**src/rtl/modport_slave_pkg.sv**
```systemverilog
// modport_slave_pkg: shared FSM state type and bus width constants.
package modport_slave_pkg;
  typedef enum logic [1:0] {IDLE, SETUP, ACCESS} state_t;
  localparam int DATA_W = 32;
  localparam int ADDR_W = 32;
endpackage

```
**src/rtl/modport_regfile.sv**
```systemverilog
// modport_regfile: register array with one synchronous write port and one combinational read port.
module modport_regfile
  import modport_slave_pkg::*;
#(
  parameter int NUM_REGS = 16,
  parameter logic [DATA_W-1:0] RESET_VAL = '0,
  parameter int IW = 4
) (
  input  logic              clk,
  input  logic              reset_n,
  input  logic              we,
  input  logic [IW-1:0]     widx,
  input  logic [DATA_W-1:0] wdata,
  input  logic [IW-1:0]     ridx,
  output logic [DATA_W-1:0] rdata
);
  logic [DATA_W-1:0] mem [NUM_REGS];
  assign rdata = mem[ridx];
  always_ff @(posedge clk or negedge reset_n)
    if (!reset_n) for (int i = 0; i < NUM_REGS; i++) mem[i] <= RESET_VAL;
    else if (we) mem[widx] <= wdata;
endmodule

```
**src/rtl/modport_slave.sv**
```systemverilog
// modport_slave: setup/access register slave with wait states and address error reporting.
module modport_slave
  import modport_slave_pkg::*;
#(
  parameter int NUM_REGS = 16,
  parameter logic [DATA_W-1:0] RESET_VAL = 32'h0000_0000
) (
  input  logic              clk,
  input  logic              reset_n,
  input  logic              sel,
  input  logic              enable,
  input  logic              ready,
  input  logic              write,
  input  logic [ADDR_W-1:0] addr,
  input  logic [DATA_W-1:0] wdata,
  output logic [DATA_W-1:0] rdata,
  output logic              slverr
);
  localparam int IW = NUM_REGS > 1 ? $clog2(NUM_REGS) : 1;
  state_t state, state_nx;
  logic valid, we, acc_write, acc_valid, decode;
  logic [IW-1:0] idx, acc_idx;
  logic [DATA_W-1:0] rd;
  assign valid = addr[1:0] == 2'b00 && {2'b00, addr[ADDR_W-1:2]} < ADDR_W'(NUM_REGS);
  assign idx = addr[IW+1:2];
  always_comb begin
    state_nx = state == IDLE  ? (sel && !enable ? SETUP : IDLE) :
               state == SETUP ? (!sel ? IDLE : enable ? ACCESS : SETUP) :
               ready ? (sel && !enable ? SETUP : IDLE) : ACCESS;
    decode   = state == SETUP && state_nx == ACCESS;
    we       = state == ACCESS && ready && sel && enable && acc_write && acc_valid;
  end
  // The address is decoded once when SETUP ends so the outputs stay frozen for all of ACCESS.
  always_ff @(posedge clk or negedge reset_n)
    if (!reset_n) begin
      state     <= IDLE;
      rdata     <= '0;
      slverr    <= 1'b0;
      acc_write <= 1'b0;
      acc_valid <= 1'b0;
      acc_idx   <= '0;
    end else begin
      state <= state_nx;
      if (decode) begin
        acc_write <= write;
        acc_valid <= valid;
        acc_idx   <= idx;
        slverr    <= !valid;
        if (!valid) rdata <= '0;
        else if (!write) rdata <= rd;
      end else if (state_nx == IDLE) begin
        rdata  <= '0;
        slverr <= 1'b0;
      end
    end
  modport_regfile #(.NUM_REGS(NUM_REGS), .RESET_VAL(RESET_VAL), .IW(IW)) u_regfile (
    .clk    (clk),
    .reset_n(reset_n),
    .we     (we),
    .widx   (acc_idx),
    .wdata  (wdata),
    .ridx   (idx),
    .rdata  (rd)
  );
endmodule

```
**config.mk**
```make
export PLATFORM = sky130hd
export DESIGN_NAME = modport_slave
export DESIGN_NICKNAME = d
export VERILOG_FILES = /design/src/rtl/modport_slave_pkg.sv /design/src/rtl/modport_regfile.sv /design/src/rtl/modport_slave.sv
export SDC_FILE = /design/constraint.sdc
export NUM_CORES = 1
export LEC_CHECK = 0
export CAP_MARGIN = 30
export CORE_AREA = 3 3 252 254
export CTS_BUF_LIST = sky130_fd_sc_hd__clkbuf_4 sky130_fd_sc_hd__clkbuf_8 sky130_fd_sc_hd__clkbuf_16
export DETAILED_ROUTE_END_ITERATION = 10
export DIE_AREA = 0 0 255 257
export GPL_TIMING_DRIVEN = 0
export MAX_ROUTING_LAYER = met4
export PLACE_DENSITY = 0.59
export SLEW_MARGIN = 20
export SYNTH_ARGS = -nofsm -noshare
export SYNTH_HDL_FRONTEND = slang
export SYNTH_HIERARCHICAL = 1
export SYNTH_SLANG_ARGS = --single-unit
```
**constraint.sdc**
```tcl
create_clock -name clk -period 2.6 [get_ports clk]
set_input_delay 0.65 -clock clk [delete_from_list [all_inputs] [get_ports clk]]
set_output_delay 0.65 -clock clk [all_outputs]
set_load 0.005 [all_outputs]
```
==> results of run 1 <==
[logic make-up after synthesis]
kind of cell | after synthesis
compound gates | 99
simple gates | 115
buf+inv | 136
flops | 553
mux | 645
[worst min-delay path by stage]
stage / to / slack [ns]
floorplan: acc_idx[0] / 0.35
global placement: u_regfile/mem[196] / 0.46
detailed placement: slverr / 0.47
CTS: slverr / 0.48
global route: state[0] / 0.43
finish: state[0] / 0.46
[cells in the mapped netlist]
cell type,count
mux2_1,13
nand2_1,38
clkbuf_1,68
or4_1,1
nor2_4,1
nor4_4,1
nand3b_1,2
nor2_2,30
nor4_2,3
a41oi_4,1
nor2_1,9
and2_1,1
nand4b_4,1
or3_1,2
a21o_1,1
nor2b_1,3
buf_1,1
o21ai_0,1
nor3_1,7
buf_2,64
mux2_2,504
dfrtp_1,553
nor4_1,4
buf_6,3
nand3_1,3
a22oi_1,96
mux4_2,128
nand4_1,2
and4_2,1
nand2b_1,5
nand4b_1,1
[final cells by class]
cell class                      instances  area, um^2
Clock buffer                           93        1840
Tap cell                              790         988
Clock inverter                         12         123
Fill cell                            5354       32300
Antenna cell                            1        2.50
Sequential cell                       553       13800
Timing Repair Buffer                  122        1330
Multi-Input combinational cell        859       10200
Buffer                                136         802
[per-stage QoR]
step           power (uW)  std cells  TNS, ns
2_1_floorplan        9120       1548        0
3_3_place_gp         9640       2440        -
3_5_place_dp         9680       2452  -595.33
4_1_cts             18200       2562  -0.0189
5_1_grt             18600       2566        0
6_report            18000       2566        0
[cells in the final DEF, fill, tap and decap left out, types with 4 or more instances in the layout]
cell type / synthesis / layout
dfrtp_1: 553 / 553
mux2_2: 504 / 504
mux4_2: 128 / 128
clkdlybuf4s50_1: 0 / 98
a22oi_1: 96 / 93
clkbuf_16: 0 / 59
clkbuf_1: 68 / 52
nand2_1: 38 / 37
nor2_2: 30 / 35
clkbuf_4: 0 / 30
buf_4: 0 / 27
buf_2: 64 / 26
clkbuf_8: 0 / 18
buf_6: 3 / 15
mux2_1: 13 / 13
clkbuf_2: 0 / 12
clkinv_2: 0 / 7
buf_16: 0 / 7
nand2b_1: 5 / 5
nor3_4: 0 / 4
nor4_1: 4 / 4
nor2_1: 9 / 4
[timing repair]
| action | CTS | global route |
|---|---|---|
| hold buffers | 2 | 0 |
| pin swaps | 0 | 3 |
| setup buffers | 3 | 3 |
| setup endpoints to repair | 530 | 380 |
| hold endpoints to repair | 62 | 0 |
| gates resized for setup | 77 | 31 |
[power groups by stage]
stage | sequential (uW) | combinational, uW | clock, uW
4_1_cts | 8660 | 901 | 8650
3_5_place_dp | 8810 | 863 | 0
5_1_grt | 8660 | 967 | 9020
2_1_floorplan | 8810 | 311 | 0
3_3_place_gp | 8830 | 810 | 0
6_report | 8670 | 884 | 8400
[routing by layer]
metal / wire, um / GRT usage / up-vias
met2: 30500 / 0.322 / 262
met3: 2620 / 0.0329 / 117
met1: 27900 / 0.268 / 7684
met4: 1780 / 0.0557 / 0
met5: 0 / - / -
li1: - / - / 6158
[flip-flops by register name, indices dropped and copies added (netlist names)]
name / flops
rdata: 32
acc_idx: 4
state: 2
slverr: 1
u_regfile/mem: 512
acc_valid: 1
acc_write: 1
[worst min-delay path, delay by kind of cell]
kind                   cells  cell delay, ns
buffers and inverters      1            0.18
AND/OR/NAND/NOR            2            0.21
==> results.txt, run 1 <==
----------------------------------------------------
[Run status]
  Outcome ... completed

[Pwr]
  Share of power burned in registers ... 0.483
  Total power density per cell area ... 616 nW/um^2
  Switch share ... 0.227
  Internal Power ... between 10,000 and 15,000 uW
  Reported net switching power ... roughly 4100 uW
  Total leakage power ... approximately 0.014 uW
  Worst VDD drop ... around 520 uV
  Share of total power in the clock network ... 0.468
  Combinational power share ... 0.049

[Logic synthesis]
  Flip-flop and latch count after synthesis ... 553
  Proportion of netlist area held by the largest area contributor ... 0.563
  Post-Synthesis Cells ... around 1,500
  Cell accounting for the most synthesized area ... dfrtp_1
  Distinct cell type count of the synthesized netlist ... 31
  Average cell area after synthesis ... 15.9 um^2
  Total of warnings raised by yosys ... 6
  Compound-gate portion of the synthesized area ... 0.0310
  Synth Area in XOR/XNOR ... 0
  Area of the mapped netlist ... 24,600 um^2
  Post-synthesis share of cell area spent on full adders, half adders and majority gates ... 0
  Combinational family with the most area after synthesis ... multiplexers
  Fraction of synthesized area in multiplexers ... 0.354
  Sequential fraction of the synthesis area ... 0.563
  Net count of the mapped netlist ... 1,618
  Largest cells by area after synthesis ... dfrtp_1 56%, mux2_2 23%, mux4_2 12%
  Simple-gate area share of the yosys netlist ... 0.0267

[Floorplan]
  Vertical die dimension ... 257 um
  Core Footprint ... 61,500 um^2
  Top-Level Pins ... 103
  Area of the die ... 65,500 um^2
  Die extent in x ... 255 um
  Effective utilization at floorplan ... 0.400
  Number of core rows ... slightly above 90

[Clock tree]
  Clock Sink Count ... 553
  Clk pin slew, worst setup/hold paths ... about 0.060 ns
  Buffers from clock root to sink, at most ... 3
  Clock tree root driver cell ... clkbuf_16
  Total CTS buffers ... slightly below 60
  Clock insertion delay at the later pin of the skew report ... ~0.63 ns
  Maximum level of the CTS H-tree ... 2
  Clock tree from TritonCTS ... done

[Worst setup path]
  Worst Setup EP ... u_regfile/mem[271]
  Highest cell delay on the worst timing path ... between 0.4 and 0.5 ns
  Cell repeated most along the worst path ... buf_4
  Cell count along the critical path ... 8
  Count of buffering cells on the critical path with inverters included ... 3
  Family with the most delay on the worst path ... buffers and inverters
  Maximum fanout along the worst path ... 10
  Critical path startpoint category ... input pin
  Worst setup path start ... ready
  Worst Path Required ... between 3 and 4 ns
  Cell with the largest stage delay on the worst path ... clkdlybuf4s50_1
  FF-to-FF Start ... acc_idx[1]
  Type of element capturing the critical path ... register
  Worst endpoint data arrival time ... just over 3 ns
  Reg2Reg Depth ... 5
  Critical path type ... input pin to register
  Register-to-register path setup slack ... ~0.15 ns
  Cells along the critical path ... clkdlybuf4s50_1 -> nand4_1 -> nor3_4 -> buf_4 -> nand3b_1 -> nor2_1 -> buf_4 -> mux2_2
  Worst reg2reg endpoint ... u_regfile/mem[154]

[Hold path]
  Worst hold path type ... input pin to register
  Min-delay src ... sel
  Hold depth ... 3

[Route]
  Final routed wire length divided by cell count ... roughly 24 um
  Remaining antenna violation count after routing ... 0
  First-pass iteration count of the detailed router ... 4
  Total wire length ... 62,700 um
  Drt via density ... roughly 5.5
  Residual DRC count ... 0
  Vias ... between 10,000 and 15,000
  Initial drt markers ... 817

[Run]
  Max-cap violations ... 0

[Global routing]
  GRT Overall Usage ... 0.202
  Pin count of the biggest net entering global routing ... ~100
  Via count of the first global-routing pass ... between 15,000 and 20,000
  Overflow after GRT ... 0
  Global-route wire length before repair ... 97,500 um
  Antenna violations before repair ... 2

[Timing]
  Final Skew ... approximately 0.020 ns
  Period minus WS final ... ~2.5 ns
  Fin. max-slew vios ... 0
  Rel. slew slack ... 0.424
  Smallest setup slack after layout ... roughly 0.075 ns
  Count of endpoints failing setup in the final report ... 0
  Unrepaired setup endpoints after global routing ... no
  Endpoints failing hold ... 0
  Fraction of the cycle the final worst path needs ... 0.971
  Transition time at the pin with the least slew margin ... between 0.8 and 0.9 ns
  Tightest hold margin ... 0.461 ns
  Achievable clock frequency ... between 0.3 and 0.4 GHz

[Layout]
  Utilization of the core after routing ... 0.474
  Layout cells sized above 1 ... 0.504
  Layout-stage area growth over the synthesis result ... 18.6%
  Design Area, Final ... around 29,000 um^2
  Nets@finish ... between 1,500 and 2,000

[Placed design]
  Cell area reported after detailed placement ... approximately 27,000 um^2
  Final HPWL DP ... 41,900 um
  # port buffers ... 102
  Global placement routability congestion ... approximately 0.8
  Place WS ... -1.57 ns

----------------------------------------------------
Power figures use the tool's default switching activity.
==> run 2, diff against run 1 <==
--- a/config.mk
+++ b/config.mk
@@ -13,7 +13,6 @@
 export GPL_TIMING_DRIVEN = 0
 export MAX_ROUTING_LAYER = met4
 export PLACE_DENSITY = 0.59
-export SLEW_MARGIN = 20
 export SYNTH_ARGS = -nofsm -noshare
 export SYNTH_HDL_FRONTEND = slang
 export SYNTH_HIERARCHICAL = 1
==> results.txt, run 2 (same netlist as run 1, synthesis figures left out) <==
----------------------------------------------------
[Clock tree]
  Clock tree root driver cell ... clkbuf_16 (unchanged)
  Clk pin slew, worst setup/hold paths ... 0.06 ns (about the same)
  Clock Sink Count ... 553 (unchanged)
  Maximum level of the CTS H-tree ... 2 (unchanged)
  Buffers from clock root to sink, at most ... 3 (unchanged)
  Clock tree from TritonCTS ... done (unchanged)
  Clock insertion delay at the later pin of the skew report ... 0.63 ns (about the same)
  Total CTS buffers ... 59 (unchanged)

[Pwr]
  Worst VDD drop ... 498 uV (was 524 uV)
  Total power draw ... 18,100 uW (was 18,000 uW)
  Total leakage power ... 0.0139 uW (was 0.0140 uW)
  Total power density per cell area ... 621 nW/um^2 (was 616 nW/um^2)

[Placed design]
  Final HPWL DP ... 41,800 um (was 41,900 um)
  Cell count after placement ... 2,451 (was 2,452)
  Global placement routability congestion ... 0.789 (unchanged)
  Place WS ... -1.56 ns (was -1.57 ns)
  # port buffers ... 102 (unchanged)

[Worst setup path]
  Type of element capturing the critical path ... register (unchanged)
  Reg2Reg Depth ... 5 (unchanged)
  Worst Path Required ... 3.08 ns (was 3.09 ns)
  FF-to-FF Start ... acc_idx[1] (unchanged)
  Highest cell delay on the worst timing path ... 0.55 ns (was 0.49 ns)
  Critical path startpoint category ... input pin (unchanged)
  Cell with the largest stage delay on the worst path ... clkdlybuf4s50_1 (unchanged)
  Cells along the critical path ... clkdlybuf4s50_1 -> nand4_1 -> nor3_4 -> buf_4 -> nand2b_1 -> nor3_2 -> clkbuf_4 -> mux2_2 (was clkdlybuf4s50_1 -> nand4_1 -> nor3_4 -> buf_4 -> nand3b_1 -> nor2_1 -> buf_4 -> mux2_2)
  Critical path type ... input pin to register (unchanged)
  Worst endpoint data arrival time ... 3.07 ns (was 3.02 ns)
  Maximum fanout along the worst path ... 10 (unchanged)
  Worst setup path start ... enable (was ready)

[Global routing]
  Overflow after GRT ... 0 (unchanged)
  GRT Overall Usage ... 0.203 (was 0.202)
  Global-route wire length before repair ... 98,100 um (was 97,500 um)
  Via count of the first global-routing pass ... 15,800 (was 15,900)
  Pin count of the biggest net entering global routing ... 128 (was 102)
  Antenna violations before repair ... 1 (was 2)

[Route]
  Final routed wire length divided by cell count ... 24.7 um (was 24.4 um)
  Initial drt markers ... 818 (was 817)
  First-pass iteration count of the detailed router ... 4 (unchanged)
  Vias ... 14,300 (was 14,200)
  Drt via density ... 5.57 (was 5.54)
  Total wire length ... 63,200 um (was 62,700 um)
  Residual DRC count ... 0 (unchanged)
  Remaining antenna violation count after routing ... 0 (unchanged)

[Timing]
  Tightest hold margin ... 0.466 ns (was 0.461 ns)
  Endpoints failing hold ... 0 (unchanged)
  Smallest setup slack after layout ... 0.0151 ns (was 0.0747 ns)
  Fraction of the cycle the final worst path needs ... 0.994 (was 0.971)
  Achievable clock frequency ... 0.387 GHz (was 0.396 GHz)
  Transition time at the pin with the least slew margin ... 0.861 ns (was 0.864 ns)
  Fin. max-slew vios ... 0 (unchanged)
  Count of endpoints failing setup in the final report ... 0 (unchanged)
  Period minus WS final ... 2.58 ns (was 2.53 ns)
  Rel. slew slack ... 0.426 (was 0.424)
  Final Skew ... 0.0305 ns (was 0.0203 ns)
  Unrepaired setup endpoints after global routing ... yes (was no)

[Floorplan]
  Core Footprint ... 61,500 um^2 (unchanged)
  Die extent in x ... 255 um (unchanged)
  Area of the die ... 65,500 um^2 (unchanged)
  Top-Level Pins ... 103 (unchanged)
  Vertical die dimension ... 257 um (unchanged)
  Number of core rows ... 91 (unchanged)
  Effective utilization at floorplan ... 0.400 (unchanged)

[Layout]
  Filler Cell Count ... 5,332 (was 5,354)
  Finished Layout Cells ... 2,562 (was 2,566)
  Commonest cells after routing, fill and taps aside ... 553 x dfrtp_1, 504 x mux2_2, 128 x mux4_2, 99 x clkdlybuf4s50_1, 93 x a22oi_1 (was 553 x dfrtp_1, 504 x mux2_2, 128 x mux4_2, 98 x clkdlybuf4s50_1, 93 x a22oi_1)
  Flip-flop count of the largest register, all copies and words added ... 512 (unchanged)
  Layout-stage area growth over the synthesis result ... 18.4% (was 18.6%)
  Nets@finish ... 1,797 (was 1,801)
  Layout cells sized above 1 ... 0.503 (was 0.504)
  Utilization of the core after routing ... 0.473 (was 0.474)
  Registers with the most flip-flops ... u_regfile/mem: 512 flops, rdata: 32 flops, acc_idx: 4 flops (unchanged)
  Most common cell after layout, fill and taps aside ... dfrtp_1 (unchanged)
  Most flop-heavy register ... u_regfile/mem (unchanged)

[Run status]
  Outcome ... completed (unchanged)

[Run]
  Max-cap violations ... 0 (unchanged)

[Hold path]
  Hold depth ... 3 (unchanged)
  Min-delay src ... sel (unchanged)
  Worst hold path type ... input pin to register (unchanged)

----------------------------------------------------
==> run 2: cell types whose count changed in the layout (fill, tap and decap cells not counted), sizes merged <==
cell           delta
clkinv            -2
bufinv            +1
buf               -1
clkdlybuf4s50     +1
inv               -1
dlymetal6s2s      -1
clkbuf            -1
==> run 2: what timing repair did <==
item,CTS,global route
gates cloned,0,1
hold endpoints to repair,56,0
buffers inserted,3,0
resized for setup,69,31
hold buffers,1,0
pin swaps,1,0
setup endpoints to repair,530,448
==> run 2: area by class of cell <==
cell class	instances	area (um^2)	area share
flip-flops and latches	553	13800	0.476
multi-input cells	859	10200	0.352
clock buffers	95	1870	0.0643
repair buffers	118	1280	0.0439
well taps	790	988	0.0340
plain buffers	136	772	0.0265
clock inverters	10	119	0.00409
diodes	1	2.50	0.0000860
==> run 2: per-stage QoR <==
step	cell area [um^2]	TNS (ns)
after floorplan	24600	0
after global placement	26600	-
after detailed placement	26800	-574.11
after CTS	29000	0
after global routing	29100	-0.519
final	29100	0
==> run 2: report_power, final <==
part	total (uW)	internal, uW	switching [uW]	leakage (uW)
registers	8670	8630	38.2	0.00772
logic	883	280	602	0.00521
clock network	8520	5090	3430	0.00101
total	18100	14000	4070	0.0139
==> run 2: final timing paths <==
kind	to	slack, ns
hold reg to reg	slverr	0.48
setup reg to reg	u_regfile/mem[156]	0.21
min in group asynchronous	u_regfile/mem[217]	0.55
setup / recovery	u_regfile/mem[331]	0.02
hold / removal	state[0]	0.47
max in group asynchronous	u_regfile/mem[285]	0.52
==> run 2: critical path: cells and delay by family <==
kind,cells,cell delay [ns]
simple gates,4,0.90
mux,1,0.37
buf+inv,3,1.13
==> run 2: per-layer routing <==
metal,GRT usage,wire length (um),vias up,share of wire
met5,-,0,-,0
met4,0.0627,1900,0,0.030
met3,0.0262,2200,115,0.035
met2,0.320,30500,280,0.48
met1,0.277,28600,7720,0.45
li1,-,-,6168,-
==> run 3, diff against run 2 <==
--- a/config.mk
+++ b/config.mk
@@ -10,9 +10,10 @@
 export CTS_BUF_LIST = sky130_fd_sc_hd__clkbuf_4 sky130_fd_sc_hd__clkbuf_8 sky130_fd_sc_hd__clkbuf_16
 export DETAILED_ROUTE_END_ITERATION = 10
 export DIE_AREA = 0 0 255 257
+export DONT_BUFFER_PORTS = 1
 export GPL_TIMING_DRIVEN = 0
 export MAX_ROUTING_LAYER = met4
-export PLACE_DENSITY = 0.59
+export PLACE_DENSITY = 0.57
 export SYNTH_ARGS = -nofsm -noshare
 export SYNTH_HDL_FRONTEND = slang
 export SYNTH_HIERARCHICAL = 1
==> results.txt, run 3 (same netlist as run 1, synthesis figures left out) <==
----------------------------------------------------
[Clock tree]
  Clock insertion delay at the later pin of the skew report ... 0.63 ns (about the same)
  Clock tree from TritonCTS ... done (unchanged)
  Total CTS buffers ... 59 (unchanged)
  Clock tree root driver cell ... clkbuf_16 (unchanged)
  Clk pin slew, worst setup/hold paths ... 0.06 ns (about the same)
  Buffers from clock root to sink, at most ... 3 (unchanged)
  Clock Sink Count ... 553 (unchanged)
  Maximum level of the CTS H-tree ... 2 (unchanged)

[Global routing]
  Overflow after GRT ... 0 (unchanged)
  Global-route wire length before repair ... 95,500 um (was 98,100 um)
  Via count of the first global-routing pass ... 14,900 (was 15,800)
  Pin count of the biggest net entering global routing ... 554 (was 128)
  GRT Overall Usage ... 0.201 (was 0.203)
  Antenna violations before repair ... 0 (was 1)

[Route]
  First-pass iteration count of the detailed router ... 5 (was 4)
  Initial drt markers ... 1,028 (was 818)
  Total wire length ... 62,600 um (was 63,200 um)
  Drt via density ... 5.67 (was 5.57)
  Final routed wire length divided by cell count ... 25.5 um (was 24.7 um)
  Vias ... 13,900 (was 14,300)
  Remaining antenna violation count after routing ... 0 (unchanged)
  Residual DRC count ... 0 (unchanged)

[Floorplan]
  Area of the die ... 65,500 um^2 (unchanged)
  Core Footprint ... 61,500 um^2 (unchanged)
  Effective utilization at floorplan ... 0.400 (unchanged)
  Die extent in x ... 255 um (unchanged)
  Top-Level Pins ... 103 (unchanged)
  Vertical die dimension ... 257 um (unchanged)
  Number of core rows ... 91 (unchanged)

[Placed design]
  Global placement routability congestion ... 0.781 (was 0.789)
  Final HPWL DP ... 40,700 um (was 41,800 um)
  # port buffers ... 0 (was 102)
  Cell count after placement ... 2,343 (was 2,451)

[Layout]
  Ant. Diodes ... 0 (was 1)
  Registers with the most flip-flops ... u_regfile/mem: 512 flops, rdata: 32 flops, acc_idx: 4 flops (unchanged)
  Area used by multi-input combinational logic ... 10,200 um^2 (about the same)
  Layout cells sized above 1 ... 0.521 (was 0.503)
  Flip-flop count of the largest register, all copies and words added ... 512 (unchanged)
  Utilization of the core after routing ... 0.452 (was 0.473)
  Finished Layout Cells ... 2,455 (was 2,562)
  Most flop-heavy register ... u_regfile/mem (unchanged)
  Nets@finish ... 1,686 (was 1,797)
  Filler Cell Count ... 5,432 (was 5,332)
  Commonest cells after routing, fill and taps aside ... 553 x dfrtp_1, 504 x mux2_2, 128 x mux4_2, 96 x a22oi_1, 64 x clkbuf_1 (was 553 x dfrtp_1, 504 x mux2_2, 128 x mux4_2, 99 x clkdlybuf4s50_1, 93 x a22oi_1)
  Register area ... 13,800 um^2 (unchanged)
  Most common cell after layout, fill and taps aside ... dfrtp_1 (unchanged)
  Layout-stage area growth over the synthesis result ... 13.2% (was 18.4%)

[Worst setup path]
  Critical path startpoint category ... register (was input pin)
  Critical path type ... register to register (was input pin to register)
  Type of element capturing the critical path ... register (unchanged)
  Worst endpoint data arrival time ... 3.05 ns (was 3.07 ns)
  Worst Path Required ... 3.09 ns (was 3.08 ns)
  Maximum fanout along the worst path ... 10 (unchanged)

[Timing]
  Transition time at the pin with the least slew margin ... 1.58 ns (was 0.861 ns)
  Fin. max-slew vios ... 166 (was 0)
  Period minus WS final ... 2.56 ns (was 2.58 ns)
  Final Skew ... 0.0304 ns (was 0.0305 ns)
  Fraction of the cycle the final worst path needs ... 0.984 (was 0.994)
  Tightest hold margin ... -0.287 ns (was 0.466 ns)
  Rel. slew slack ... -0.0550 (was 0.426)
  Endpoints failing hold ... 340 (was 0)
  Count of endpoints failing setup in the final report ... 0 (unchanged)
  Unrepaired setup endpoints after global routing ... yes (unchanged)
  Achievable clock frequency ... 0.391 GHz (was 0.387 GHz)

[Run status]
  Outcome ... finished with violations (was completed)
  Failing checks ... hold timing, slew limit

[Pwr]
  Total power density per cell area ... 649 nW/um^2 (was 621 nW/um^2)
  Total leakage power ... 0.0134 uW (was 0.0139 uW)
  Worst VDD drop ... 544 uV (was 498 uV)

[Run]
  Max-cap violations ... 0 (unchanged)

[Hold path]
  Worst hold path type ... input pin to async pin (was input pin to register)

----------------------------------------------------
## run 3: cell types whose count changed in the layout (fill, tap and decap cells not counted), sizes merged
| cell | change |
|---|---|
| dlymetal6s2s | -2 |
| dlygate4sd3 | -1 |
| inv | +1 |
| buf | -5 |
| clkinv | +8 |
| clkdlybuf4s50 | -99 |
| bufinv | +4 |
| diode | -1 |
| clkinvlp | +2 |
| clkbuf | -14 |
## run 3: final cells by class
type                    instances  share of cell area
flip-flops and latches        553               0.498
multi-input cells             859               0.366
clock buffers                  85              0.0639
well taps                     790              0.0355
plain buffers                 136              0.0227
clock inverters                25              0.0118
repair buffers                  7             0.00225
## run 3: critical path, cell delays in order (launching register included)
cell     delay, ns
dfrtp_1       0.45
nor3_4        0.39
nand3_1       0.20
nor2_1        0.51
buf_2         0.49
mux2_2        0.39
## run 3: per-stage QoR
| stage | setup WS [ns] | power (uW) | cell area, um^2 | setup TNS (ns) |
|---|---|---|---|---|
| detailed placement | -0.824 | 9300 | 25600 | -218.96 |
| CTS | 0.0432 | 18300 | 27800 | 0 |
| finish | 0.0416 | 18100 | 27800 | 0 |
| global placement | -1.01 | 9290 | 25600 | -254.89 |
| floorplan | 0.194 | 9120 | 24600 | 0 |
| global route | -0.0125 | 18700 | 27800 | -0.0202 |
## run 3: routing by layer
layer,vias to the layer above,global-route usage,part of all wire
met1,7575,0.267,0.43
met4,0,0.0556,0.027
met3,114,0.0364,0.049
met2,302,0.318,0.49
li1,5941,-,-
met5,-,-,0
## run 3: where the power goes
part	leakage (uW)	internal, uW	switching, uW
clock network	0.00106	5360	3530
registers	0.00772	8630	36.3
logic	0.00465	148	348
total	0.0134	14100	3920
## run 3: path summary, 6_finish.rpt
kind,start,end,slack (ns),cells after the start
worst min-delay path,reset_n,u_regfile/mem[183],-0.29,0
max in group asynchronous,reset_n,u_regfile/mem[417],1.60,0
min in group clk,wdata[19],u_regfile/mem[211],0.16,1
worst max register to register,state[0],u_regfile/mem[1],0.04,5
worst min register to register,u_regfile/mem[211],u_regfile/mem[211],0.49,1
worst max-delay path,state[0],u_regfile/mem[1],0.04,5
## run 3: repair_timing
action,CTS,global route
pin swaps,0,1
setup endpoints to repair,388,115
hold endpoints to repair,553,553
buffers inserted,0,2
resized for setup,12,11
